===== config.mk =====
export PLATFORM = sky130hd
export DESIGN_NAME = button_event_arbiter
export DESIGN_NICKNAME = d
export VERILOG_FILES = /design/src/rtl/button_event_arbiter.sv
export SDC_FILE = /design/constraint.sdc
export NUM_CORES = 1
export LEC_CHECK = 0
export CORE_UTILIZATION = 45
export DETAILED_ROUTE_END_ITERATION = 10
export PLACE_DENSITY = 0.74
export SLEW_MARGIN = 20
export SYNTH_ARGS = -nofsm -noshare
export SYNTH_HDL_FRONTEND = slang
export SYNTH_SLANG_ARGS = --single-unit

===== constraint.sdc =====
create_clock -name i_clk -period 2.05 [get_ports i_clk]
set_input_delay 0.41 -clock i_clk [delete_from_list [all_inputs] [get_ports i_clk]]
set_output_delay 0.41 -clock i_clk [all_outputs]
set_load 0.02 [all_outputs]

===== src/rtl/button_event_arbiter.sv =====
// -----------------------------------------------------------------------------
// button_event_arbiter
// Collects single-cycle press pulses from N_BTN debouncers, keeps at most one
// pending event per button, and round-robin presents them on a valid/ready
// event port. A press on a button that is already pending (and not being
// granted on that edge) is dropped and flagged in a sticky overflow bit.
//
// Ports:
//   i_clk        system clock
//   i_rst        asynchronous active-low reset
//   i_btn_pulse  [N_BTN]  one-cycle press pulses
//   o_evt_valid           event presented on o_evt_id
//   i_evt_ready           consumer accepts when o_evt_valid & i_evt_ready
//   o_evt_id     [IDX_W]  button index of the presented event
//   o_pending    [N_BTN]  queued, not-yet-presented events
//   o_overflow   [N_BTN]  sticky dropped-press flags
//   i_ovf_clr             synchronous clear of all overflow bits
// -----------------------------------------------------------------------------
module button_event_arbiter #(
    parameter int unsigned N_BTN = 4,
    parameter int unsigned IDX_W = 2
) (
    input  logic             i_clk,
    input  logic             i_rst,
    input  logic [N_BTN-1:0] i_btn_pulse,
    output logic             o_evt_valid,
    input  logic             i_evt_ready,
    output logic [IDX_W-1:0] o_evt_id,
    output logic [N_BTN-1:0] o_pending,
    output logic [N_BTN-1:0] o_overflow,
    input  logic             i_ovf_clr
);

    localparam logic [0:0] ST_IDLE    = 1'b0;
    localparam logic [0:0] ST_PRESENT = 1'b1;

    logic [0:0]       r_state;
    logic             r_evt_valid;
    logic [IDX_W-1:0] r_evt_id;
    logic [IDX_W-1:0] r_last_grant;
    logic [N_BTN-1:0] r_pending;
    logic [N_BTN-1:0] r_overflow;

    logic [0:0]       w_nxt_state;
    logic             w_nxt_valid;
    logic [IDX_W-1:0] w_nxt_id;
    logic [IDX_W-1:0] w_nxt_last;
    logic [N_BTN-1:0] w_nxt_pending;
    logic [N_BTN-1:0] w_nxt_overflow;
    logic             w_grant;
    logic [IDX_W-1:0] w_sel;
    logic             w_any;
    logic [N_BTN-1:0] w_gnt_mask;

    // Round-robin pick: first registered pending bit after r_last_grant, wrapping.
    always_comb begin : rr_select
        logic [IDX_W-1:0] v_idx;
        w_sel = '0;
        w_any = 1'b0;
        v_idx = r_last_grant;
        for (int k = 0; k < N_BTN; k++) begin
            v_idx = (v_idx == IDX_W'(N_BTN - 1)) ? '0 : v_idx + IDX_W'(1);
            if (!w_any && r_pending[v_idx]) begin
                w_sel = v_idx;
                w_any = 1'b1;
            end
        end
    end

    // Next-state and next-output logic for the presentation FSM.
    always_comb begin
        w_nxt_state = r_state;
        w_nxt_valid = r_evt_valid;
        w_nxt_id    = r_evt_id;
        w_nxt_last  = r_last_grant;
        w_grant     = 1'b0;
        case (r_state)
            ST_IDLE: begin
                if (w_any) begin
                    w_grant     = 1'b1;
                    w_nxt_valid = 1'b1;
                    w_nxt_id    = w_sel;
                    w_nxt_last  = w_sel;
                    w_nxt_state = ST_PRESENT;
                end
            end
            ST_PRESENT: begin
                if (i_evt_ready) begin
                    if (w_any) begin
                        // Back-to-back: load the next winner on the accepting edge.
                        w_grant     = 1'b1;
                        w_nxt_id    = w_sel;
                        w_nxt_last  = w_sel;
                    end else begin
                        w_nxt_valid = 1'b0;
                        w_nxt_state = ST_IDLE;
                    end
                end
            end
            default: begin
                w_nxt_valid = 1'b0;
                w_nxt_state = ST_IDLE;
            end
        endcase
    end

    // Pending/overflow update; a pulse on the granted button re-queues it.
    always_comb begin
        w_gnt_mask     = w_grant ? (N_BTN'(1) << w_sel) : '0;
        w_nxt_pending  = (r_pending & ~w_gnt_mask) | i_btn_pulse;
        // Set beats clear on the same edge.
        w_nxt_overflow = (i_ovf_clr ? '0 : r_overflow)
                       | (i_btn_pulse & r_pending & ~w_gnt_mask);
    end

    // State and output registers.
    always_ff @(posedge i_clk or negedge i_rst) begin
        if (!i_rst) begin
            r_state      <= ST_IDLE;
            r_evt_valid  <= 1'b0;
            r_evt_id     <= '0;
            r_last_grant <= IDX_W'(N_BTN - 1);
            r_pending    <= '0;
            r_overflow   <= '0;
        end else begin
            r_state      <= w_nxt_state;
            r_evt_valid  <= w_nxt_valid;
            r_evt_id     <= w_nxt_id;
            r_last_grant <= w_nxt_last;
            r_pending    <= w_nxt_pending;
            r_overflow   <= w_nxt_overflow;
        end
    end

    assign o_evt_valid = r_evt_valid;
    assign o_evt_id    = r_evt_id;
    assign o_pending   = r_pending;
    assign o_overflow  = r_overflow;

endmodule

**After elaboration in Yosys (flattened, before gate mapping)**

Index checks and enable logic that the tools add are counted.

- Register bits: 14
- Output and inout port bits: 11
- Input bits: 8
- Logic and storage cells: 73

- Shift operators: 1
- Bitwise operators: 7
- Equal/unequal tests: 7
- $add $sub $neg: 4
- Muxes and demuxes: 37
- Reduce and logical (&&, ||, !) cells: 7
- $lt $le $gt $ge: 4

Operators by type and width:

| kind | count |
|---|---|
| $mux 2 | 12 |
| $mux 1 | 14 |
| $and 4x4->4 | 3 |
| $lt 2x3->1 const B | 4 |
| $add 2x1->2 const B | 4 |
| $bmux 1 s2 | 4 |
| $eq 2x2->1 const B | 4 |
| $mux 4 | 2 |
| $or 4x4->4 | 2 |
| $pmux 2 s2 | 2 |
| $ne 2x2->1 const B | 3 |
| $pmux 1 s2 | 3 |
| $not 4->4 | 1 |
| $shl 1x2->4 const A | 1 |
| $logic_and 1x1->1 | 3 |
| $logic_not 1->1 | 3 |
| $reduce_and 3->1 | 1 |
| $not 1->1 | 1 |

**Longest topological paths before layout**

Gate-level depths: netlist (run 1).

- Word-level depth: 21
- Mapped depth: 8
- Mapped depth without buffers: 7

**Worst setup path after synthesis (run 1)**

Ideal clock, no wire load.

- Kind: flip-flop to flip-flop
- Start point: register r_last_grant[0]
- End point: register r_overflow[1] (netlist: o_overflow[1])
- Cell stages (with the launch flop): 8
- Data arrival time: 2.034 ns
- Required time: 1.929 ns
- Path buffers: 0
- Library setup time: 0.121 ns
- Period minus slack after synthesis: 2.155 ns
- Path slack: -0.105 ns
- Cells stage by stage: dfstp_2 -> ha_1 -> mux2_1 -> a221oi_2 -> a31oi_2 -> nor2_2 -> nand3_2 -> a32o_2

- Longest elaborated chain between the ends: 21
- Elaborated cells between the ends (all ways): 42
- Those cells by class: 4 x add/sub; 4 x eq/ne; 1 x shift; 24 x mux; 3 x bitwise; 6 x reduce/logical

RTL lines:

| what | line | text |
|---|---|---|
| start: declaration | 40 | `logic [IDX_W-1:0] r_last_grant;` |
| start signal: assignment | 122 | `r_last_grant <= IDX_W'(N_BTN - 1);` |
| start signal: assignment | 129 | `r_last_grant <= w_nxt_last;` |
| $add 2x1->2 / $eq 2x2->1 (equally long branches) | 62 | `v_idx = (v_idx == IDX_W'(N_BTN - 1)) ? '0 : v_idx + IDX_W'(1);` |
| $mux 2 * | 62 |  |
| branches (longest 15 deep; another with $add 2x1->2) | - |  |
| $mux 4 * | 109 | `w_gnt_mask = w_grant ? (N_BTN'(1) << w_sel) : '0;` |
| $not 4->4 * | 113 | `\| (i_btn_pulse & r_pending & ~w_gnt_mask);` |
| $and 4x4->4 * | 113 |  |
| $or 4x4->4 * | 113 |  |
| named net w_nxt_overflow[1] | 49 | `logic [N_BTN-1:0] w_nxt_overflow;` |
| end signal: assignment | 131 | `r_overflow <= w_nxt_overflow;` |
| end: declaration | 42 | `logic [N_BTN-1:0] r_overflow;` |

Mark *: on every way through the listed nets, which the timed path passes. The select of a mux whose other input is x is not followed.
A chain may end at the register's enable or synchronous reset.

**Final worst setup path (run 1)**

- Start point: register r_last_grant[1]
- End point: register r_overflow[1] (netlist: o_overflow[1])

The elaborated chain is that of the path after synthesis.

==> impl_metrics.tcl, run 1 <==
set metrics [dict create \
    status "finished with violations" \
    failed_checks "setup timing" \
    power_frac_clock 0.064 \
    maxSlewHeadroom 0.594 \
    drc_errors 0 \
    syn_area_sq_um 983 \
    grtUsageMet1 0.303 \
    crit_type "reg2reg" \
    worstHoldEndpoint "o_evt_valid" \
    fin_hold_ws_ps 441 \
    io_buffers 18 \
    vias_per_cell 5.87 \
    synth_area_leader_cell "dfrtp_1" \
    grt_pass1_vias 891 \
    synth_edf_count 0 \
    design_area_sq_um 1400 \
    first_pass_iters 4 \
    finClkSkew_ps 7.67 \
    coreArea_sq_um 2000 \
    cts_root_buffer "clkbuf_4" \
    powerDensity_nw_per_um2 1790 \
    holdCritStartpoint "r_state" \
    initial_core_util 0.491 \
    sw_frac_of_total 0.452 \
    worstMarginPinSlew_ps 608 \
    clk_latency_ps 280 \
    worstPathArrival_ps 2320 \
    yosysSeqAreaShare 0.359 \
    setup-tns-final_ps -406 \
    p_leak_uw 0.000546 \
    postSynthAreaPerCell_sq_um 9.46 \
    drtIter0Drc 14 \
    synthDistinctLibCells 49 \
    placedInstanceArea_sq_um 1220 \
    setup_ws_ps -94.5 \
    finish.net_count 142 \
    ys.flop_type "dfrtp_1" \
    syn_inst 104 \
    tritoncts "built" \
    cts_sinks 14 \
    drive_gt1_frac 0.356 \
    slowest_delay_ps 560 \
    met2_usage 0.366 \
    synth.most_common_cell "dfrtp_1" \
    grt_antenna_before_repair 0 \
    hold_buffers 0 \
    synth_top_cells_by_area "dfrtp_1 (31%), dfstp_2 (5.3%), buf_6 (4.6%), a31oi_1 (3.8%), nand2_1 (3.8%)" \
    layout_min_cycle_time_ps 2140 \
    dieWidth_um 48.8 \
    wirelength_um 2450 \
    max-cap-violations 0 \
    worstReg2RegStart "r_last_grant[1]" \
    rr_endpoint "o_overflow[1]" \
    cp_slowest_cell "dfstp_2" \
    synth_common_cells "dfrtp_1 (12), nand2_1 (10), nor2_1 (8), a21oi_1 (6), a31oi_1 (6)" \
    hpwlAfterDp_um 1640 \
    ys_warn_count 0 \
    diodes 0 \
    finalCritPeriodShare 1.05 \
    grt_max_degree 16 \
    vias 933 \
    holdPathStages 1 \
    required_ps 2230 \
    async_flop_share 1.00 \
    wire_per_inst_um 15.4 \
    rows 16 \
    ir_worst_vdd_uv 1040 \
    grt-ovfl-total 0 \
    fill_cells 140 \
    p_switching_uw 1140 \
    grt_pass1_wl_um 4140 \
    setup_violations 8 \
    rsz0062_at_grt "yes" \
    end_kind "flop" \
    die_y_um 48.8 \
    hold_viol 0 \
    intPower_uw 1380 \
    clk_pin_slew_worst_paths_ps 80 \
    hold_path_class "reg2reg" \
    reg2regPathDepth 7 \
    critPathLaunch "r_last_grant[1]" \
    gr-usage-met3 0.0252 \
    yosysTopAreaCellShare 0.305 \
    grtUsageTotal 0.226 \
    crit_family "compound AO/OA/AOI/OAI gates" \
    rrSetupSlack_ps -90 \
    die_area_sq_um 2380 \
    crit_path_max_fanout 6 \
    seqPwrFrac 0.216 \
    area.growth.synth_to_final_pct 42.7 \
    ios 19 \
    clock_path_buffers 2 \
    start_kind "flop" \
    ys_ff_latch 14 \
    top_usage_layer "met2" \
    gp_congestion 0.862 \
    critPathBufInv 0 \
    total_power_uw 2510 \
    crit_path_cell_trace "ha_4, mux2_4, a221oi_4, a31oi_4, nor2_4, nand3_2, a32o_2" \
    ant_nets 0 \
    synth_fp_nets 113 \
    cts_max_level 1 \
    p_comb_frac 0.720 \
    cts_buffers 3 \
    finalMaxSlewViolations 0 \
    max_freq_ghz 0.466 \
]
-- layout make-up --
type                            instances  area, sq um  share of cell area
Multi-Input combinational cell         80          692               0.493
Sequential cell                        14          355               0.253
Timing Repair Buffer                   31          285               0.203
Tap cell                               27         33.8              0.0241
Clock buffer                            4         26.3              0.0187
Inverter                                3         11.3             0.00802
-- metal layers --
metal	up-vias	wire length (um)
li1	447	-
met1	449	1110
met2	30	1210
met3	7	77
met4	0	53
met5	-	0
-- power groups by stage --
stage / clock, uW / sequential [uW] / combinational (uW)
3_5_place_dp: 0 / 534 / 1390
5_1_grt: 180 / 562 / 1930
2_1_floorplan: 0 / 592 / 942
6_report: 160 / 544 / 1810
3_3_place_gp: 0 / 528 / 1360
4_1_cts: 168 / 535 / 1640
-- through the flow --
step                instances  worst slack, ps  utilization
finish                    159            -94.5        0.701
global route              159             -202        0.701
CTS                       158            -43.8        0.674
detailed placement        152             -101        0.611
global placement          152            -72.6        0.611
floorplan                 104            -44.7            -
-- flip-flops by register name, summed over array words and instances (netlist names) --
signal	cells
r_state	1
o_overflow	4
r_last_grant	2
o_evt_valid	1
o_evt_id	2
o_pending	4
-- what timing repair did --
item                                    in CTS  in global routing
pin swaps                                    8                  3
endpoints found under the setup margin      11                 13
setup buffers                                2                  1
gates resized for setup                     16                  9
-- worst reg2reg max path, stage by stage (launching register included) --
cell and delay, ps:
dfstp_2 560, ha_4 230, mux2_4 320, a221oi_4 270
a31oi_4 150, nor2_4 150, nand3_2 90, a32o_2 280
-- cell usage in the layout (no fill, tap or decap), types with 2 or more instances in the layout --
| master | synthesis | final |
|---|---|---|
| a21oi_1 | 6 | 4 |
| clkdlybuf4s50_1 | 0 | 18 |
| o21ai_1 | 3 | 2 |
| dfstp_2 | 2 | 2 |
| nand3_1 | 3 | 2 |
| clkbuf_4 | 0 | 3 |
| a31oi_4 | 0 | 2 |
| buf_6 | 4 | 2 |
| a31oi_1 | 6 | 4 |
| nand3_2 | 1 | 2 |
| a21oi_2 | 0 | 2 |
| a211o_1 | 2 | 2 |
| dfrtp_2 | 0 | 2 |
| mux2i_1 | 3 | 2 |
| or2_1 | 2 | 2 |
| dfrtp_1 | 12 | 10 |
| inv_1 | 3 | 3 |
| a21o_1 | 3 | 3 |
| buf_4 | 1 | 11 |
| nor2_1 | 8 | 8 |
| nand2_1 | 10 | 10 |
| nor4_1 | 2 | 2 |
-- worst max-delay path by stage --
stage | to | slack (ps) | cells after the start
2_1_floorplan | o_overflow[1] | -40 | 7
3_3_place_gp | o_overflow[2] | -70 | 7
3_5_place_dp | o_overflow[1] | -100 | 7
4_1_cts | r_last_grant[1] | -40 | 8
5_1_grt | r_last_grant[1] | -200 | 7
6_report | o_overflow[1] | -90 | 7
-- cells by family after synthesis --
logic type | synth area share
AO/OA/AOI/OAI | 0.280
XOR/XNOR | 0.00891
adder cells (fa/ha/maj) | 0.0127
buffers and inverters | 0.0840
flip-flops | 0.359
multiplexers | 0.0420
AND/OR/NAND/NOR | 0.214
(Power assumes the default switching activity.)
==> inputs of run 2 (changes only) <==
- TNS_END_PERCENT: unset -> 1
==> run 2 against run 1 <==
The flow still finishes with violations (setup timing). Maximum frequency decreased by 1.1%. Non-clock buffer count decreased by 3. Critical endpoint is now o_overflow[0]. Sequential power decreased by 1%.
==> impl_metrics.tcl, run 2 (synthesis results as in run 1) <==
set metrics [dict create \
    maxSlewHeadroom 0.591 \
    powerDensity_nw_per_um2 1740 \
    drtIter0Drc 39 \
    crit_type "reg2reg" \
    finalCritPeriodShare 1.06 \
    worstPathArrival_ps 2330 \
    holdPathStages 1 \
    grt-ovfl-total 0 \
    hold_path_class "reg2reg" \
    first_pass_iters 4 \
    coreArea_sq_um 2000 \
    grtUsageTotal 0.213 \
    layout.cells.most_common "clkdlybuf4s50_1" \
    worstMarginPinSlew_ps 612 \
    failed_checks "setup timing" \
    hold_viol 0 \
    grt_antenna_before_repair 0 \
    ir_worst_vdd_uv 1200 \
    crit_path_cell_trace "ha_4, or3b_1, o2111a_1, a31oi_4, nand3_2, a32oi_1, o21ai_1" \
    gp_congestion 0.909 \
    die_area_sq_um 2380 \
    slowest_delay_ps 560 \
    dieWidth_um 48.8 \
    crit_path_max_fanout 10 \
    rr_endpoint "o_overflow[0]" \
    clk_pin_slew_worst_paths_ps 80 \
    cts_root_buffer "clkbuf_4" \
    max_freq_ghz 0.461 \
    vias 937 \
    setup_ws_ps -119 \
    vias_per_cell 6.01 \
    finClkSkew_ps 2.46 \
    grt_pass1_vias 901 \
    wire_per_inst_um 15.0 \
    cts_max_level 1 \
    worstHoldEndpoint "o_evt_valid" \
    tritoncts "built" \
    ios 19 \
    rrSetupSlack_ps -120 \
    clk_latency_ps 280 \
    reg2regPathDepth 7 \
    cts_setup_buffers 0 \
    dp_slack_ps -113 \
    placedInstanceArea_sq_um 1220 \
    end_kind "flop" \
    hold_buffers 0 \
    diodes 0 \
    worstReg2RegStart "r_last_grant[1]" \
    die_y_um 48.8 \
    io_buffers 18 \
    initial_core_util 0.491 \
    grt_pass1_wl_um 4020 \
    drive_gt1_frac 0.264 \
    finish.net_count 139 \
    cp_slowest_cell "dfstp_2" \
    grt_max_degree 15 \
    rsz0062_at_grt "yes" \
    fin_hold_ws_ps 443 \
    final_cell_mix "clkdlybuf4s50_1 (18), dfrtp_1 (11), nand2_1 (10), buf_4 (10), nor2_1 (8)" \
    status "finished with violations" \
    required_ps 2210 \
    wirelength_um 2340 \
    hpwlAfterDp_um 1580 \
    drc_errors 0 \
    rows 16 \
    holdCritStartpoint "r_state" \
    setup_violations 8 \
    cts_sinks 14 \
    p_leak_uw 0.000522 \
    start_kind "flop" \
    fin_util 0.651 \
    critPathLaunch "r_last_grant[1]" \
    design_area_sq_um 1300 \
    max-cap-violations 0 \
    fill_cells 170 \
    clock_path_buffers 2 \
    area.growth.synth_to_final_pct 32.4 \
    ant_nets 0 \
    finalMaxSlewViolations 0 \
    cts_buffers 3 \
    layout_min_cycle_time_ps 2170 \
]
## run 2: worst max path at each step
stage / endpoint / cells past startpoint / slack, ps
after floorplan: o_overflow[1] / 7 / -40
after global placement: o_overflow[1] / 7 / -140
after detailed placement: o_overflow[1] / 7 / -110
after CTS: o_overflow[1] / 7 / -50
after global routing: o_overflow[0] / 8 / -200
final: o_overflow[0] / 7 / -120
## run 2: routing by layer
layer,global-route usage,part of all wire,vias up
met4,0.0980,0.012,0
li1,-,-,437
met1,0.280,0.45,469
met5,0,0,-
met2,0.356,0.51,27
met3,0.0126,0.033,4
## run 2: timing repair
action                                  in CTS  in global routing
endpoints found under the setup margin      10                 14
hold endpoints to repair                     0                  0
resized for setup                            5                  3
pin swaps                                    8                  2
## run 2: power breakdown
part	total, uW	switching, uW	internal (uW)
Clock	199	91.3	108
Sequential	536	140	396
Combinational	1530	771	757
## run 2: per-stage QoR
step / TNS [ps] / power [uW] / instances
after floorplan: -52.2 / 1530 / 104
after CTS: -155 / 2220 / 156
after detailed placement: -414 / 1940 / 152
after global routing: -1200 / 2410 / 156
after global placement: -395 / 1910 / 152
final: -388 / 2260 / 156
## run 2: cell type report
type / instances / area (sq um) / share of cell area
Clock buffer: 4 / 36.3 / 0.0279
Inverter: 3 / 11.3 / 0.00865
Multi-Input combinational cell: 80 / 612 / 0.470
Sequential cell: 14 / 354 / 0.272
Tap cell: 27 / 33.8 / 0.0259
Timing Repair Buffer: 28 / 255 / 0.196
## run 2: worst max-delay path: cells and delay by family (launching register included)
kind                     cells  cell delay (ps)
AO/OA/AOI/OAI                4              750
flip-flops                   1              560
AND/OR/NAND/NOR              2              500
adder cells (fa/ha/maj)      1              240
